`config.mk`:
```
export PLATFORM = sky130hd
export DESIGN_NAME = regfile_port_ctrl_flat
export DESIGN_NICKNAME = d
export VERILOG_FILES = /design/src/rtl/regfile_port_ctrl_if.sv /design/src/rtl/regfile_port_ctrl.sv /design/src/flat_wrapper.sv
export SDC_FILE = /design/constraint.sdc
export NUM_CORES = 1
export LEC_CHECK = 0
export CAP_MARGIN = 20
export CORE_UTILIZATION = 41
export DETAILED_ROUTE_END_ITERATION = 8
export PLACE_DENSITY_LB_ADDON = 0.2
export SYNTH_ARGS = -nofsm -noshare
export SYNTH_HDL_FRONTEND = slang
export SYNTH_SLANG_ARGS = --single-unit
```
`constraint.sdc`:
```
create_clock -name CLK -period 3 [get_ports CLK]
set_clock_uncertainty 0.2 [all_clocks]
set_input_delay 0.6 -clock CLK [delete_from_list [all_inputs] [get_ports CLK]]
set_output_delay 0.6 -clock CLK [all_outputs]
set_load 0.01 [all_outputs]
```
`src/rtl/regfile_port_ctrl_if.sv`:
```
`default_nettype none
// ============================================================================
// Module      : regfile_port_ctrl_if
// Description : Bundle between the register-file port controller and its
//               neighbours.
//               Write request : WVALID, WREADY, WADDR, WDATA
//               Read request  : RVALID, RADDR1, RADDR2
//               Cell controls : D, LCLK/nLCLK, EN1/nEN1, EN2/nEN2
//               Consumer flags: ZERO1, ZERO2, FWD1, FWD2
//               The slave modport belongs to the controller. The master
//               modport belongs to the requester and cell side.
// Revision    : 1.0 - initial release
// ============================================================================
interface regfile_port_ctrl_if #(
  parameter int XLEN = 32,
  parameter int NREG = 32,
  parameter int AW   = 5
);
  logic            WVALID;
  logic            WREADY;
  logic [AW-1:0]   WADDR;
  logic [XLEN-1:0] WDATA;
  logic            RVALID;
  logic [AW-1:0]   RADDR1;
  logic [AW-1:0]   RADDR2;
  logic [XLEN-1:0] D;
  logic [NREG-2:0] LCLK;
  logic [NREG-2:0] nLCLK;
  logic [NREG-2:0] EN1;
  logic [NREG-2:0] nEN1;
  logic [NREG-2:0] EN2;
  logic [NREG-2:0] nEN2;
  logic            ZERO1;
  logic            ZERO2;
  logic            FWD1;
  logic            FWD2;

  modport slave (
    input  WVALID, WADDR, WDATA, RVALID, RADDR1, RADDR2,
    output WREADY, D, LCLK, nLCLK, EN1, nEN1, EN2, nEN2,
           ZERO1, ZERO2, FWD1, FWD2
  );

  modport master (
    output WVALID, WADDR, WDATA, RVALID, RADDR1, RADDR2,
    input  WREADY, D, LCLK, nLCLK, EN1, nEN1, EN2, nEN2,
           ZERO1, ZERO2, FWD1, FWD2
  );
endinterface
`default_nettype wire

```
`src/rtl/regfile_port_ctrl.sv`:
```
`default_nettype none
// ============================================================================
// Module      : regfile_port_ctrl
// Description : Control stage in front of the latch-based register-file cells.
//               A write takes three steps. IDLE accepts the request. STROBE
//               opens the latch for one cycle. HOLD closes the latch while D
//               stays stable. Reads decode the registered rs1 and rs2
//               addresses into one-hot tristate enables. They also raise a
//               zero flag for x0 and for addresses out of range. They raise a
//               forward flag when the addressed register is being written.
//               Ports: CLK, nRST (async, active low), and bus (slave modport
//               of regfile_port_ctrl_if).
// Revision    : 1.0 - initial release
// ============================================================================
module regfile_port_ctrl #(
  parameter int XLEN = 32,
  parameter int NREG = 32,
  parameter int AW   = 5
) (
  input  wire logic           CLK,
  input  wire logic           nRST,
  regfile_port_ctrl_if.slave  bus
);

  typedef enum logic [1:0] {
    ST_IDLE   = 2'd0,
    ST_STROBE = 2'd1,
    ST_HOLD   = 2'd2
  } state_t;

  localparam logic [AW:0] c_nreg = (AW+1)'(NREG);

  state_t          state_q, state_d;
  logic [AW-1:0]   wa_q, wa_d;
  logic [AW-1:0]   ra1_q, ra1_d;
  logic [AW-1:0]   ra2_q, ra2_d;
  logic [XLEN-1:0] d_q, d_d;
  logic [NREG-2:0] lclk_q, lclk_d;
  logic [NREG-2:0] en1_q, en1_d;
  logic [NREG-2:0] en2_q, en2_d;
  logic            zero1_q, zero1_d;
  logic            zero2_q, zero2_d;
  logic            fwd1_q, fwd1_d;
  logic            fwd2_q, fwd2_d;
  logic            wready;
  logic            wr_accept;

  // A register address is backed by a latch cell only for x1..x(NREG-1).
  function automatic logic addr_ok(input logic [AW-1:0] a);
    return (a != '0) && ({1'b0, a} < c_nreg);
  endfunction

  // Bit (a-1) corresponds to register xa, because x0 has no cell.
  function automatic logic [NREG-2:0] onehot(input logic [AW-1:0] a);
    logic [NREG-2:0] v;
    v = '0;
    for (int i = 1; i < NREG; i++) begin
      if (a == AW'(i)) v[i-1] = 1'b1;
    end
    return v;
  endfunction

  // While a cell is transparent or settling, its tristate port must not
  // drive the bus. The consumer takes the value from D instead.
  function automatic void decode_rd(
    input  logic [AW-1:0]   a,
    input  logic            busy,
    input  logic [AW-1:0]   wa,
    output logic [NREG-2:0] en,
    output logic            zero,
    output logic            fwd
  );
    en   = '0;
    zero = 1'b0;
    fwd  = 1'b0;
    if (!addr_ok(a))            zero = 1'b1;
    else if (busy && (a == wa)) fwd  = 1'b1;
    else                        en   = onehot(a);
  endfunction

  assign wready = (state_q != ST_STROBE);

  // Every cell-facing output is computed from the next-state values. It is
  // then registered, so it changes only at clock edges and cannot glitch.
  always_comb begin
    state_d   = state_q;
    wa_d      = wa_q;
    d_d       = d_q;
    ra1_d     = ra1_q;
    ra2_d     = ra2_q;
    wr_accept = bus.WVALID && wready;

    unique case (state_q)
      ST_IDLE, ST_HOLD: begin
        // A write to x0 or to an address out of range is accepted and
        // then dropped.
        if (wr_accept && addr_ok(bus.WADDR)) begin
          state_d = ST_STROBE;
          wa_d    = bus.WADDR;
          d_d     = bus.WDATA;
        end else begin
          state_d = ST_IDLE;
        end
      end
      ST_STROBE: state_d = ST_HOLD;
      default:   state_d = ST_IDLE;
    endcase

    if (bus.RVALID) begin
      ra1_d = bus.RADDR1;
      ra2_d = bus.RADDR2;
    end

    lclk_d = (state_d == ST_STROBE) ? onehot(wa_d) : '0;
    decode_rd(ra1_d, state_d != ST_IDLE, wa_d, en1_d, zero1_d, fwd1_d);
    decode_rd(ra2_d, state_d != ST_IDLE, wa_d, en2_d, zero2_d, fwd2_d);
  end

  always_ff @(posedge CLK or negedge nRST) begin
    if (!nRST) begin
      state_q <= ST_IDLE;
      wa_q    <= '0;
      ra1_q   <= '0;
      ra2_q   <= '0;
      d_q     <= '0;
      lclk_q  <= '0;
      en1_q   <= '0;
      en2_q   <= '0;
      zero1_q <= 1'b1;
      zero2_q <= 1'b1;
      fwd1_q  <= 1'b0;
      fwd2_q  <= 1'b0;
    end else begin
      state_q <= state_d;
      wa_q    <= wa_d;
      ra1_q   <= ra1_d;
      ra2_q   <= ra2_d;
      d_q     <= d_d;
      lclk_q  <= lclk_d;
      en1_q   <= en1_d;
      en2_q   <= en2_d;
      zero1_q <= zero1_d;
      zero2_q <= zero2_d;
      fwd1_q  <= fwd1_d;
      fwd2_q  <= fwd2_d;
    end
  end

  // Each true signal and its complement come from the same flop. This keeps
  // every pair exactly complementary.
  assign bus.WREADY = wready;
  assign bus.D      = d_q;
  assign bus.LCLK   = lclk_q;
  assign bus.nLCLK  = ~lclk_q;
  assign bus.EN1    = en1_q;
  assign bus.nEN1   = ~en1_q;
  assign bus.EN2    = en2_q;
  assign bus.nEN2   = ~en2_q;
  assign bus.ZERO1  = zero1_q;
  assign bus.ZERO2  = zero2_q;
  assign bus.FWD1   = fwd1_q;
  assign bus.FWD2   = fwd2_q;

endmodule
`default_nettype wire
```
`src/flat_wrapper.sv`:
```
// flat-port wrapper written by rule: the top's interface ports become plain ports
module regfile_port_ctrl_flat 
#(
  parameter int XLEN = 32,
  parameter int NREG = 32,
  parameter int AW   = 5
)
  (CLK, nRST, bus_WVALID, bus_WADDR, bus_WDATA, bus_RVALID, bus_RADDR1, bus_RADDR2, bus_WREADY, bus_D, bus_LCLK, bus_nLCLK, bus_EN1, bus_nEN1, bus_EN2, bus_nEN2, bus_ZERO1, bus_ZERO2, bus_FWD1, bus_FWD2);
  regfile_port_ctrl_if #(.XLEN(XLEN), .NREG(NREG), .AW(AW)) bus_i ();
  input  wire logic CLK;
  input  wire logic nRST;
  input wire logic [$bits(bus_i.WVALID)-1:0] bus_WVALID;
  input wire logic [$bits(bus_i.WADDR)-1:0] bus_WADDR;
  input wire logic [$bits(bus_i.WDATA)-1:0] bus_WDATA;
  input wire logic [$bits(bus_i.RVALID)-1:0] bus_RVALID;
  input wire logic [$bits(bus_i.RADDR1)-1:0] bus_RADDR1;
  input wire logic [$bits(bus_i.RADDR2)-1:0] bus_RADDR2;
  output wire logic [$bits(bus_i.WREADY)-1:0] bus_WREADY;
  output wire logic [$bits(bus_i.D)-1:0] bus_D;
  output wire logic [$bits(bus_i.LCLK)-1:0] bus_LCLK;
  output wire logic [$bits(bus_i.nLCLK)-1:0] bus_nLCLK;
  output wire logic [$bits(bus_i.EN1)-1:0] bus_EN1;
  output wire logic [$bits(bus_i.nEN1)-1:0] bus_nEN1;
  output wire logic [$bits(bus_i.EN2)-1:0] bus_EN2;
  output wire logic [$bits(bus_i.nEN2)-1:0] bus_nEN2;
  output wire logic [$bits(bus_i.ZERO1)-1:0] bus_ZERO1;
  output wire logic [$bits(bus_i.ZERO2)-1:0] bus_ZERO2;
  output wire logic [$bits(bus_i.FWD1)-1:0] bus_FWD1;
  output wire logic [$bits(bus_i.FWD2)-1:0] bus_FWD2;
  assign bus_i.WVALID = bus_WVALID;
  assign bus_i.WADDR = bus_WADDR;
  assign bus_i.WDATA = bus_WDATA;
  assign bus_i.RVALID = bus_RVALID;
  assign bus_i.RADDR1 = bus_RADDR1;
  assign bus_i.RADDR2 = bus_RADDR2;
  assign bus_WREADY = bus_i.WREADY;
  assign bus_D = bus_i.D;
  assign bus_LCLK = bus_i.LCLK;
  assign bus_nLCLK = bus_i.nLCLK;
  assign bus_EN1 = bus_i.EN1;
  assign bus_nEN1 = bus_i.nEN1;
  assign bus_EN2 = bus_i.EN2;
  assign bus_nEN2 = bus_i.nEN2;
  assign bus_ZERO1 = bus_i.ZERO1;
  assign bus_ZERO2 = bus_i.ZERO2;
  assign bus_FWD1 = bus_i.FWD1;
  assign bus_FWD2 = bus_i.FWD2;
  regfile_port_ctrl #(.XLEN(XLEN), .NREG(NREG), .AW(AW)) u_core (.CLK(CLK), .nRST(nRST), .bus(bus_i));
endmodule
```
==> results, run 1 <==
- The maximum resistive drop on vdd is 0.386 mV.
- The H-tree was split into 4 levels.
- After clock tree synthesis, the clock-pin slew on the worst setup and hold paths is 60 ps.
- After detailed routing, the average wire length per cell comes to 14.4 µm.
- The signal on the critical path passes through clkdlybuf4s50_1, nand2b_1, buf_4, mux2i_1, nand2_1, xnor2_1, a2111oi_4, buf_12, nor4_1.
- The floorplan die width is 122 µm.
- The first TritonRoute pass finished after 4 iterations.
- The routed wire length is 14800 µm.
- The final cell count without fillers is 1032.
- The area of the placeable core is 0.0139 mm².
- The final-stage net count is 890.
- In the synthesized netlist the dominant register cell turns out to be dfrtp_1.
- 0 antenna diodes ended up in the layout.
- The kind of cell adding the most delay to the critical path is buffers and inverters.
- The starting utilization of the core area is 42.0%.
- Hold timing on the final database bottoms out at a slack of 305 ps.
- The met1 usage is 24.9%.
- The die covers 0.0148 mm².
- The worst pin sits at a relative slew slack of 58.5%.
- The cell type of the slowest stage on the worst timing path is clkdlybuf4s50_1.
- The mux share of post-synthesis cell area is 7.88%.
- The global routing stage identified its most utilized layer as met2.
- Leaving out fill and tap cells, the most frequent cell in the layout is clkdlybuf4s50_1.
- The highest clock rate is 0.368 GHz.
- The maximum fanout count along the critical path is 32.
- The leakage component of the power is 4.12 nW.
- The start of the worst register-to-register path is u_core.state_q[0].
- The total area of sequential cells is 0.00366 mm².
- In this run, CTS created clock tree buffers numbering 17.
- The power share of the sequential group is 40.7%.
- Ranked by total cell area, the synthesized netlist is headed by dfrtp_1, inv_1, mux2_2.
- The buffer and inverter count on the worst path is 3.
- The via count of the first global-routing pass came to 4684.
- The final worst slack is 283 ps.
- The ratio of cells with drive above 1 in the final layout is 12.4%.
- The detailed-placement wirelength estimate is 10900 µm.
- The worst setup path is captured at a flop.
- The transition time at the pin with the least slew margin is 621 ps.
- The longest clock path from root to sink contains 2 buffers.
- TritonCTS built the clock tree.
- In this run the remaining antenna-violating nets after routing total 0.
- The sum of negative setup slack is 0 ps.
- The sequential element share of the synthesized area is 62.4%.
- The TritonCTS sink count is 146.
- The initial antenna violation count is 0.
- The final global-route overflow total is 0.
- Across the run, the number of max-cap violations was 0.
- In this run the vertical extent of the chip is 122 µm.
- The flow ran to the end, and the final reports show no timing, DRC or antenna violations.
- The floorplan has 43 rows.
- Setup repair after global routing left no endpoint under its margin.
- The path class of the tightest hold or removal check is flop to flop.
- Internal power comes to 4.03 mW.
- The synthesis-to-layout area growth is 64.1%.
- The max-slew violation total from the final report is 0.
- Global routing used 20.6% of the available tracks.
- The first global-routing pass estimated 23100 µm of wire.
- The number of register bits inferred by synthesis is 146.
- After detailed routing, the number of vias per cell comes to 4.62.
- The number of distinct library cell variants in the gate-level netlist after synthesis is 47.
- For the worst-skew pair, the clock arrives at the later sink with an insertion delay of 420 ps.
- The share of flip-flops with an asynchronous set or reset after synthesis is 100%.
- The switching power summed over all nets is 1.31 mW.
- The share of synthesized area in the top cell type comes to 61.5%.
- The post-placement setup slack is -124 ps.
- The top cell type by total area after synthesis is dfrtp_1.
- The worst setup path is launched from an input port.
- The top cell types in the final layout, fill and taps aside, are clkdlybuf4s50_1, dfrtp_1, inv_1.
- The warning count from the yosys run is 0.
- The share of power burned in combinational logic is 16.7%.
- After synthesis the cells add up to 0.00586 mm².
- Summing all multi-input logic gate instances after layout gives 0.00170 mm².
- The time the worst path needs with I/O delays and setup is 2720 ps.
- In this run, synthesis inferred 0 flip-flops with an integrated enable.
- The number of DRC violations after detailed-routing iteration 0 is 216.
- The origin of the worst setup path is bus_WVALID.
- Data on the critical path arrives at its endpoint at 2810 ps.
- Dividing total power by cell area gives a power density of 556 mW/mm².
- The global routing usage on met2 is 34.6%.
- Per report_power, the clock group accounts for 42.5% of the total.
- Including well taps, the total number of placed cells is 999.
- The total of hold buffers inserted after clock tree synthesis is 1.
- The share of the clock period used by the worst path is 90.6%.
- The worst hold path startpoint is u_core.bus.D[27].
- The number of resized instances in the post-cts repair step is 0.
- The number of buffers inserted by post-CTS setup repair is 0.
- The final setup violation count is 0.
- The DRC violation count after routing is 0.
- After synthesis, the largest family of logic cells by area is simple AND/OR/NAND/NOR gates.
- The post-synth net total is 589.
- Overall power consumption after layout is estimated at 5.34 mW.
- In this run the tool buffered the top-level ports with 273 buffer cells.
- The critical path's largest stage delay is 470 ps.
- The critical path is of the input port to flop type.
- The critical path required time is 3090 ps.
- The root buffer cell is clkbuf_16.
- The gate count of the mapped netlist is 538.
- The synthesized-area fraction occupied by adder cells is 0%.
- The global-route track usage on met3 is 6.63%.
- The number of hold violations in the final report is 0.
- The mean instance size in the synthesized netlist is 10.9 µm².
- The final weighted congestion of routability-driven global placement is 0.806.
- The routed via count is 4766.
- The layout has 1002 filler cells.
- During I/O placement, the number of pins put on the boundary was 274.
- The area share of xor/xnor cells in the synthesized design is 1.50%.
- The switching part of the total power is 24.5%.
- The share of the synthesized area in compound gates (AO/OA/AOI/OAI) is 4.06%.
- The simple-gate area share of the yosys netlist is 15.5%.
- The largest net degree at the start of global routing is 67.
-- final timing paths --
path | to | slack (ps) | cells after the start
max reg2reg | u_core.bus.EN2[1] | 500 | 8
min in group asynchronous | u_core.bus.EN2[15] | 550 | 2
min reg2reg | u_core.bus.D[27] | 310 | 1
min | u_core.bus.D[27] | 310 | 1
max | u_core.bus.EN2[1] | 280 | 9
max in group asynchronous | u_core.bus.D[4] | 1280 | 3
-- power by group through the flow --
stage	Sequential, mW	Combinational [mW]	Clock [mW]
6_report	2.18	0.894	2.27
5_1_grt	2.19	0.972	2.39
4_1_cts	2.18	0.904	2.31
3_5_place_dp	2.21	0.897	0
3_3_place_gp	2.20	0.879	0
2_1_floorplan	2.24	0.354	0
-- logic make-up after synthesis --
family          after synthesis
flops                       146
xor+xnor                     10
compound gates               23
buf+inv                     123
simple gates                196
mux                          40
-- sequential cells by signal, summed over array words and instances, names as in the netlist --
register          count
u_core.bus.FWD1       1
u_core.bus.D         32
u_core.bus.EN1       31
u_core.bus.ZERO1      1
u_core.bus.EN2       31
u_core.wa_q           5
u_core.bus.LCLK      31
u_core.state_q        2
u_core.bus.ZERO2      1
u_core.ra1_q          5
u_core.ra2_q          5
u_core.bus.FWD2       1
-- synthesized netlist by cell type (5+ instances only) --
master      n
mux2_2     33
nor4_1     12
buf_2       7
xnor2_1     9
nand2b_1    5
buf_4       5
nor3_1     29
inv_1     104
nor2_1     76
dfrtp_1   144
nand2_1    50
-- cell type report --
type | instances | area share, %
Tap cell | 180 | 2.34
Timing Repair Buffer | 300 | 31.1
Multi-Input combinational cell | 269 | 17.7
Sequential cell | 146 | 38.0
Clock buffer | 20 | 4.86
Inverter | 105 | 4.10
Clock inverter | 12 | 1.86
-- stage by stage --
| stage | util [%] | cell area [µm²] |
|---|---|---|
| 2_1_floorplan | - | 5860 |
| 3_3_place_gp | 64.3 | 8950 |
| 3_5_place_dp | 64.3 | 8950 |
| 4_1_cts | 69.0 | 9610 |
| 5_1_grt | 69.0 | 9610 |
| 6_report | 69.0 | 9610 |
-- worst register-to-register path: cells and delay by family, from the launching register on --
family	cells	cell delay, ps
AO/OA/AOI/OAI	1	70
XOR/XNOR	1	280
buffers and inverters	2	370
flip-flops	1	400
multiplexers	1	290
AND/OR/NAND/NOR	3	760
-- per-layer routing --
metal	vias up	wire length, µm
met5	-	0
met4	0	227
met3	22	988
met2	177	7490
met1	2270	6110
li1	2297	-
(Power assumes the default switching activity.)
==> run 2, diff against run 1 <==
--- a/config.mk
+++ b/config.mk
@@ -5,8 +5,10 @@
 export SDC_FILE = /design/constraint.sdc
 export NUM_CORES = 1
 export LEC_CHECK = 0
+export ABC_CLOCK_PERIOD_IN_PS = 3000
 export CAP_MARGIN = 20
-export CORE_UTILIZATION = 41
+export CORE_MARGIN = 2
+export CORE_UTILIZATION = 38
 export DETAILED_ROUTE_END_ITERATION = 8
 export PLACE_DENSITY_LB_ADDON = 0.2
 export SYNTH_ARGS = -nofsm -noshare
==> run 2 against run 1 <==
Global-route usage down 1.9 points. Routed wire length up 0.40%. Non-clock buffer count up 2. Die area up 11%. Critical endpoint is now u_core.bus.EN1[16].
==> results, run 2 (same netlist as run 1, synthesis figures left out) <==
- The ratio of cells with drive above 1 in the final layout is 12.0%.
- The analysis attributes to cell leakage a power of 4.08 nW.
- The number of hold violations in the final report is 0.
- After detailed routing, the total wire length is 14900 µm.
- In the finished design, the share of the clock period the worst path needs comes to 89.6%.
- The number of nets with antenna violations after routing is 0.
- The initial antenna violation count is 0.
- The number of buffers inserted by post-CTS setup repair is 0.
- The number of flip-flops in the largest register is 32.
- Measured along the y axis, the die boundary spans 128 µm.
- The number of placed instances, taps included, is 1009.
- The worst hold path startpoint is u_core.bus.D[9].
- The via count of the first global-routing pass is 4801.
- The final total power is 4.94 mW.
- The critical path contains buffers and inverters numbering 3 combined.
- During placement, the flow inserted port buffers numbering 273.
- Headroom to the max-slew limit came out at 38.3%.
- The flop-to-flop setup slack is 550 ps.
- The number of DRC violations after detailed-routing iteration 0 is 218.
- The final global-route overflow total is 0.
- At the pin with the least slew margin, the transition time is 924 ps.
- For this run, design rule violations remaining after detail routing come to 0.
- The final-stage net count is 892.
- In this run the clock root is driven by a clkbuf_16.
- The top cell types in the final layout, fill and taps aside, are clkdlybuf4s50_1, dfrtp_1, inv_1.
- For this run, the detailed router's first-pass iteration total came to 4.
- The final cell count without fillers is 1041.
- Dividing the detail-routed via count by the number of cells gives 4.61.
- The path class of the tightest hold or removal check is flop to flop.
- The first global-routing pass estimated 23800 µm of wire.
- The detailed-placement wirelength estimate is 11200 µm.
- In this run the deepest clock path goes through 2 buffers.
- The cell area reported after detailed placement is 0.00898 mm².
- The tool flagged a number of max-cap violations equal to 0.
- The max-slew violation total from the final report is 0.
- For this run, the slowest stage of the critical path takes 540 ps.
- CTS built an H-tree with a depth of 4.
- The floorplan step defined a die boundary enclosing 0.0164 mm².
- The worst reg2reg path depth is 8.
- The path with the worst hold slack has its endpoint at u_core.bus.D[9].
- The classification of the worst setup path is input port to flop.
- The endpoint identified for the worst register-to-register timing path is u_core.bus.EN1[16].
- Setup violations remaining at the end of the flow were counted as 0.
- In the final routed layout, each cell accounts on average for 14.3 µm.
- The flow ran to the end, and the final reports show no timing, DRC or antenna violations.
- TritonCTS built the clock tree.
- For this design the top-level I/O count stands at 274.
- For this design, the sink count on the clock tree is 146.
- Routability-driven placement finished with a final weighted congestion of 0.837.
- Once layout is done, the placed cells without fillers occupy 0.00952 mm².
- On the critical path, the stage with the largest delay is an instance of clkdlybuf4s50_1.
- STA classifies the critical path startpoint as an input port.
- Setup repair after global routing left no endpoint under its margin.
- The clock edge transition at the registers on the reported setup and hold paths is 50 ps.
- The worst endpoint data arrival time is 2780 ps.
- In this run the worst path has a maximum fanout of 32.
- The number of antenna diodes in the final layout is 0.
- The area growth from synthesis to layout is 62.6%.
- Along the worst hold path, the cell count comes to 1.
- The initial utilization of the core area, before any placement, comes to 38.7%.
- The start of the worst register-to-register path is u_core.state_q[0].
- The highest clock rate is 0.372 GHz.
- Traced cell by cell, the critical path runs through clkdlybuf4s50_1, nand2b_1, a221oi_2, buf_4, xnor2_1, nor2_1, o2111a_2, buf_12, nor4_1.
- The die is 128 µm wide.
- The kind of cell adding the most delay to the critical path is buffers and inverters.
- The most frequent standard cell in the layout excluding fill and tap cells is clkdlybuf4s50_1.
- Across all layers, the routed design uses 4798 vias.
- The area of the placeable core is 0.0151 mm².
- The critical path required time is 3100 ps.
- The largest net degree at the start of global routing is 94.
- The total routing resource utilization after global routing is 18.7%.
- For this run, the share of the core covered by cells in the final layout is 62.9%.
- In this run the power density over the cells is 519 mW/mm².
- The number of buffers added by the clock tree synthesis step is 17.
- The sum of negative setup slack is 0 ps.
- The number of standard-cell rows in the floorplan is 45.
- The time the worst path needs with I/O delays and setup is 2690 ps.
- The maximum resistive drop on vdd is 0.349 mV.
- The kind of capture point of the worst setup path is a flop.
- The clock insertion delay at the later pin of the skew report is 420 ps.
run 2: how the worst max path moves through the flow:
stage,startpoint,to,slack (ps),cells after the start
2_1_floorplan,bus_WADDR[4],u_core.bus.EN2[10],510,8
3_3_place_gp,bus_WVALID,u_core.bus.EN1[16],-8,9
3_5_place_dp,bus_WVALID,u_core.bus.EN1[16],-110,9
4_1_cts,bus_WVALID,u_core.bus.EN1[16],320,9
5_1_grt,bus_WVALID,u_core.bus.EN1[16],150,9
6_report,bus_WVALID,u_core.bus.EN1[16],310,9
run 2: metrics by stage:
step	hold WS [ps]	setup slack, ps
floorplan	104	513
global placement	285	-7.72
detailed placement	283	-113
CTS	307	317
global route	324	152
finish	301	312
run 2: what timing repair did:
action / 4_1_cts / 5_1_grt
hold buffers: 1 / 0
endpoints found under the hold margin: 26 / 0
gates resized for setup: 0 / 0
run 2: power breakdown:
| part | internal (mW) | leakage (nW) | switching (mW) | total [mW] |
|---|---|---|---|---|
| clock network | 1.13 | 0.260 | 0.735 | 1.87 |
| registers | 2.10 | 1.92 | 0.0753 | 2.17 |
| logic | 0.479 | 1.91 | 0.421 | 0.900 |
| total | 3.71 | 4.08 | 1.23 | 4.94 |
run 2: final cells by class:
cell class	count	area (µm²)
repair buffers	302	3000
clock inverters	5	27.5
multi-input cells	269	1700
flip-flops and latches	146	3660
fillers	1199	5630
clock buffers	26	499
well taps	188	235
inverters	105	394
run 2: per-layer routing:
layer  global-route usage (%)  part of all wire [%]  vias up
li1                         -                     -     2297
met1                     22.1                    41     2295
met2                     31.7                    50      186
met3                     6.39                   7.4       20
met4                     6.53                   1.7        0
met5                        0                     0        -
run 2: worst reg2reg max path: cells and delay by family (launching register included):
kind                   cells  cell delay, ps
XOR/XNOR                   1             120
AO/OA/AOI/OAI              2             610
flip-flops                 1             410
AND/OR/NAND/NOR            3             620
buffers and inverters      2             380
==> run 3, diff against run 2 <==
==> constraint.sdc (replaced) <==
create_clock -name CLK -period 3 [get_ports CLK]
set_clock_uncertainty 0.2 [all_clocks]
set_input_delay 0.75 -clock CLK [delete_from_list [all_inputs] [get_ports CLK]]
set_output_delay 0.75 -clock CLK [all_outputs]
set_load 0.01 [all_outputs]
==> run 3 against run 2 <==
Global-route usage shrank 0.083 points. Combinational power grew 2%. Via count grew 0.92%. Routed wire length grew 1.6%. First-iteration DRC count grew 9.6%. Non-clock buffer count grew 11. Clock power grew 19%. Worst hold slack lost 230 ps. Power grew 7.6%. Critical path depth is the same. Setup slack lost 65 ps. Clock-buffer cell count shrank 5.
==> results, run 3 (same netlist as run 1, synthesis figures left out) <==
- The max-slew violation total from the final report was 0.
- The first global-routing pass estimated 23800 µm of wire.
- The number of buffers added by the clock tree synthesis step is 17.
- The worst setup path is of the input port to flop kind.
- The worst pin sits at a relative slew slack of 36.5%.
- In the routed layout, each cell is associated on average with a via count of 4.61.
- For the worst setup path, the data arrival time is 2850 ps.
- The flow ran to the end, and the final reports show no timing, DRC or antenna violations.
- Setup repair after global routing left no endpoint under its margin.
- The floorplan die width is 128 µm.
- In this run the core area contains 45 standard-cell rows.
- For this run the aggregate overflow at the end of global routing stands at 0.
- The critical path required time is 3100 ps.
- The critical path goes through clkdlybuf4s50_1, nor2b_1, a221oi_2, buf_4, xnor2_1, nor2_1, o2111a_2, buf_12, nor4_1.
- The buffer and inverter count on the worst path is 3.
- The maximum resistive drop on vdd is 0.382 mV.
- The most frequent standard cell in the layout excluding fill and tap cells is clkdlybuf4s50_1.
- The routed via count is 4842.
- Before CTS, the worst setup slack after placement is -165 ps.
- Clock-pin slew was measured on the worst setup and hold paths at 60 ps.
- The cell area reported after detailed placement is 0.00907 mm².
- The final weighted congestion of routability-driven global placement is 0.837.
- Power spread over the standard cell area amounts to 548 mW/mm².
- The routed wire length is 15100 µm.
- Max-cap violations in this run came to 0.
- The register with the most flip-flops in the layout has 32 of them.
- For this design, the CTS-stage hold fixing added 0 buffers.
- The number of hold violations in the final report is 0.
- The category of the worst setup path launch point is an input port.
- The kind of cell adding the most delay to the critical path is buffers and inverters.
- The number of nets with antenna violations after routing is 0.
- The final setup violation count is 0.
- The maximum buffer depth of the clock tree is 2.
- The root buffer cell is clkbuf_16.
- The average wire length per cell after detail routing is 14.4 µm.
- The largest net degree at the start of global routing is 56.
- On the worst path, the slowest cell contributes a delay of 600 ps.
- The total routing resource utilization after global routing is 18.6%.
- After routing the design area is 0.00970 mm².
- The H-tree was split into 4 levels.
- The critical path starts at bus_WADDR[1].
- The synthesis-to-layout area growth is 65.6%.
- Buffers placed on the I/O ports in this run total 273.
- In the layout the commonest cells are clkdlybuf4s50_1, dfrtp_1, inv_1.
- Gates resized during post-CTS repair numbered 0.
- The share of the clock period used by the worst path is 91.7%.
- The ratio of cells with drive above 1 in the final layout is 13.6%.
- The leakage component of the power is 4.18 nW.
- The I/O pin total is 274.
- Before antenna repair, the detailed router went through 5 iterations.
- The region available for standard cell placement spans 0.0151 mm².
- The TritonCTS sink count is 146.
- The final worst slack is 248 ps.
- The worst path in the final design needs a cycle of 2750 ps, including I/O delays and setup.
- The later pin in the worst-skew pair is clocked with a latency of 410 ps.
- Cells fill 64.0% of the core in the end.
- The maximum fanout count along the critical path is 32.
- The via count of the first global-routing pass is 4793.
- The highest clock rate is 0.363 GHz.
- The kind of capture point of the worst setup path is a flop.
- For this run, design rule violations remaining after detail routing come to 0.
- The die area is 0.0164 mm².
- The final-stage net count is 903.
- The worst min-delay path class is input port to asynchronous set/reset pin.
- At the pin with the least slew margin, the transition time is 950 ps.
- Post-CTS timing repair inserted 0 buffers for setup.
- The number of diodes added for antenna fixing is 0.
- The die is 128 µm tall.
- Summed over all nets, the half-perimeter wirelength after detailed placement is 11400 µm.
- In this run the critical register-to-register path is launched from u_core.state_q[0].
- The starting utilization of the core area is 38.7%.
- The cell type of the slowest stage on the worst timing path is clkdlybuf4s50_1.
- The filler cell count in the final layout is 1161.
- After the first detailed-routing iteration, the DRC count stood at 239.
- The initial antenna violation count is 0.
- The clock tree from TritonCTS is done.
==> run 3: cell count changes in the layout (fill, tap and decap cells not counted), moves of 2 or more <==
cell,delta
bufinv_16,+4
clkbuf_1,-4
clkinv_4,+2
buf_4,+12
clkinv_2,-2
==> run 3: per-stage QoR <==
step / TNS [ps] / power, mW / instances / hold WS (ps)
after floorplan: 0 / 2.60 / 538 / 254
after global placement: -5670 / 3.11 / 1021 / 290
after detailed placement: -8510 / 3.13 / 1021 / 296
after CTS: 0 / 5.37 / 1051 / 86.8
after global routing: 0 / 5.54 / 1051 / 98.7
final: 0 / 5.32 / 1051 / 69.0
==> run 3: where the power goes <==
part / switching, mW / internal (mW) / total [mW]
Sequential: 0.0746 / 2.10 / 2.17
Clock: 0.782 / 1.45 / 2.23
Combinational: 0.424 / 0.491 / 0.914
Total: 1.28 / 4.04 / 5.32
==> run 3: path summary, 6_finish.rpt <==
| kind | end | slack, ps | depth (start not counted) |
|---|---|---|---|
| min in group CLK | u_core.bus.D[31] | 300 | 1 |
| max in group asynchronous | u_core.bus.ZERO1 | 1760 | 2 |
| worst min register to register | u_core.bus.D[31] | 300 | 1 |
| worst max register to register | u_core.bus.EN1[16] | 550 | 8 |
| worst min-delay path | u_core.bus.LCLK[14] | 70 | 1 |
| worst max-delay path | u_core.bus.EN1[16] | 250 | 9 |
==> run 3: per-layer routing <==
layer	GRT usage, %	part of all wire, %	vias up
met4	5.88	1.3	0
li1	-	-	2324
met1	22.2	40	2306
met3	6.93	7.7	22
met2	31.3	51	190
met5	0	0	-
==> run 3: layout make-up <==
class                           count  area (µm²)  area share [%]
Clock buffer                       21         470            4.85
Inverter                          105         394            4.06
Clock inverter                      9         155            1.60
Timing Repair Buffer              313        3080            31.8
Multi-Input combinational cell    269        1700            17.6
Tap cell                          188         235            2.43
Sequential cell                   146        3660            37.7
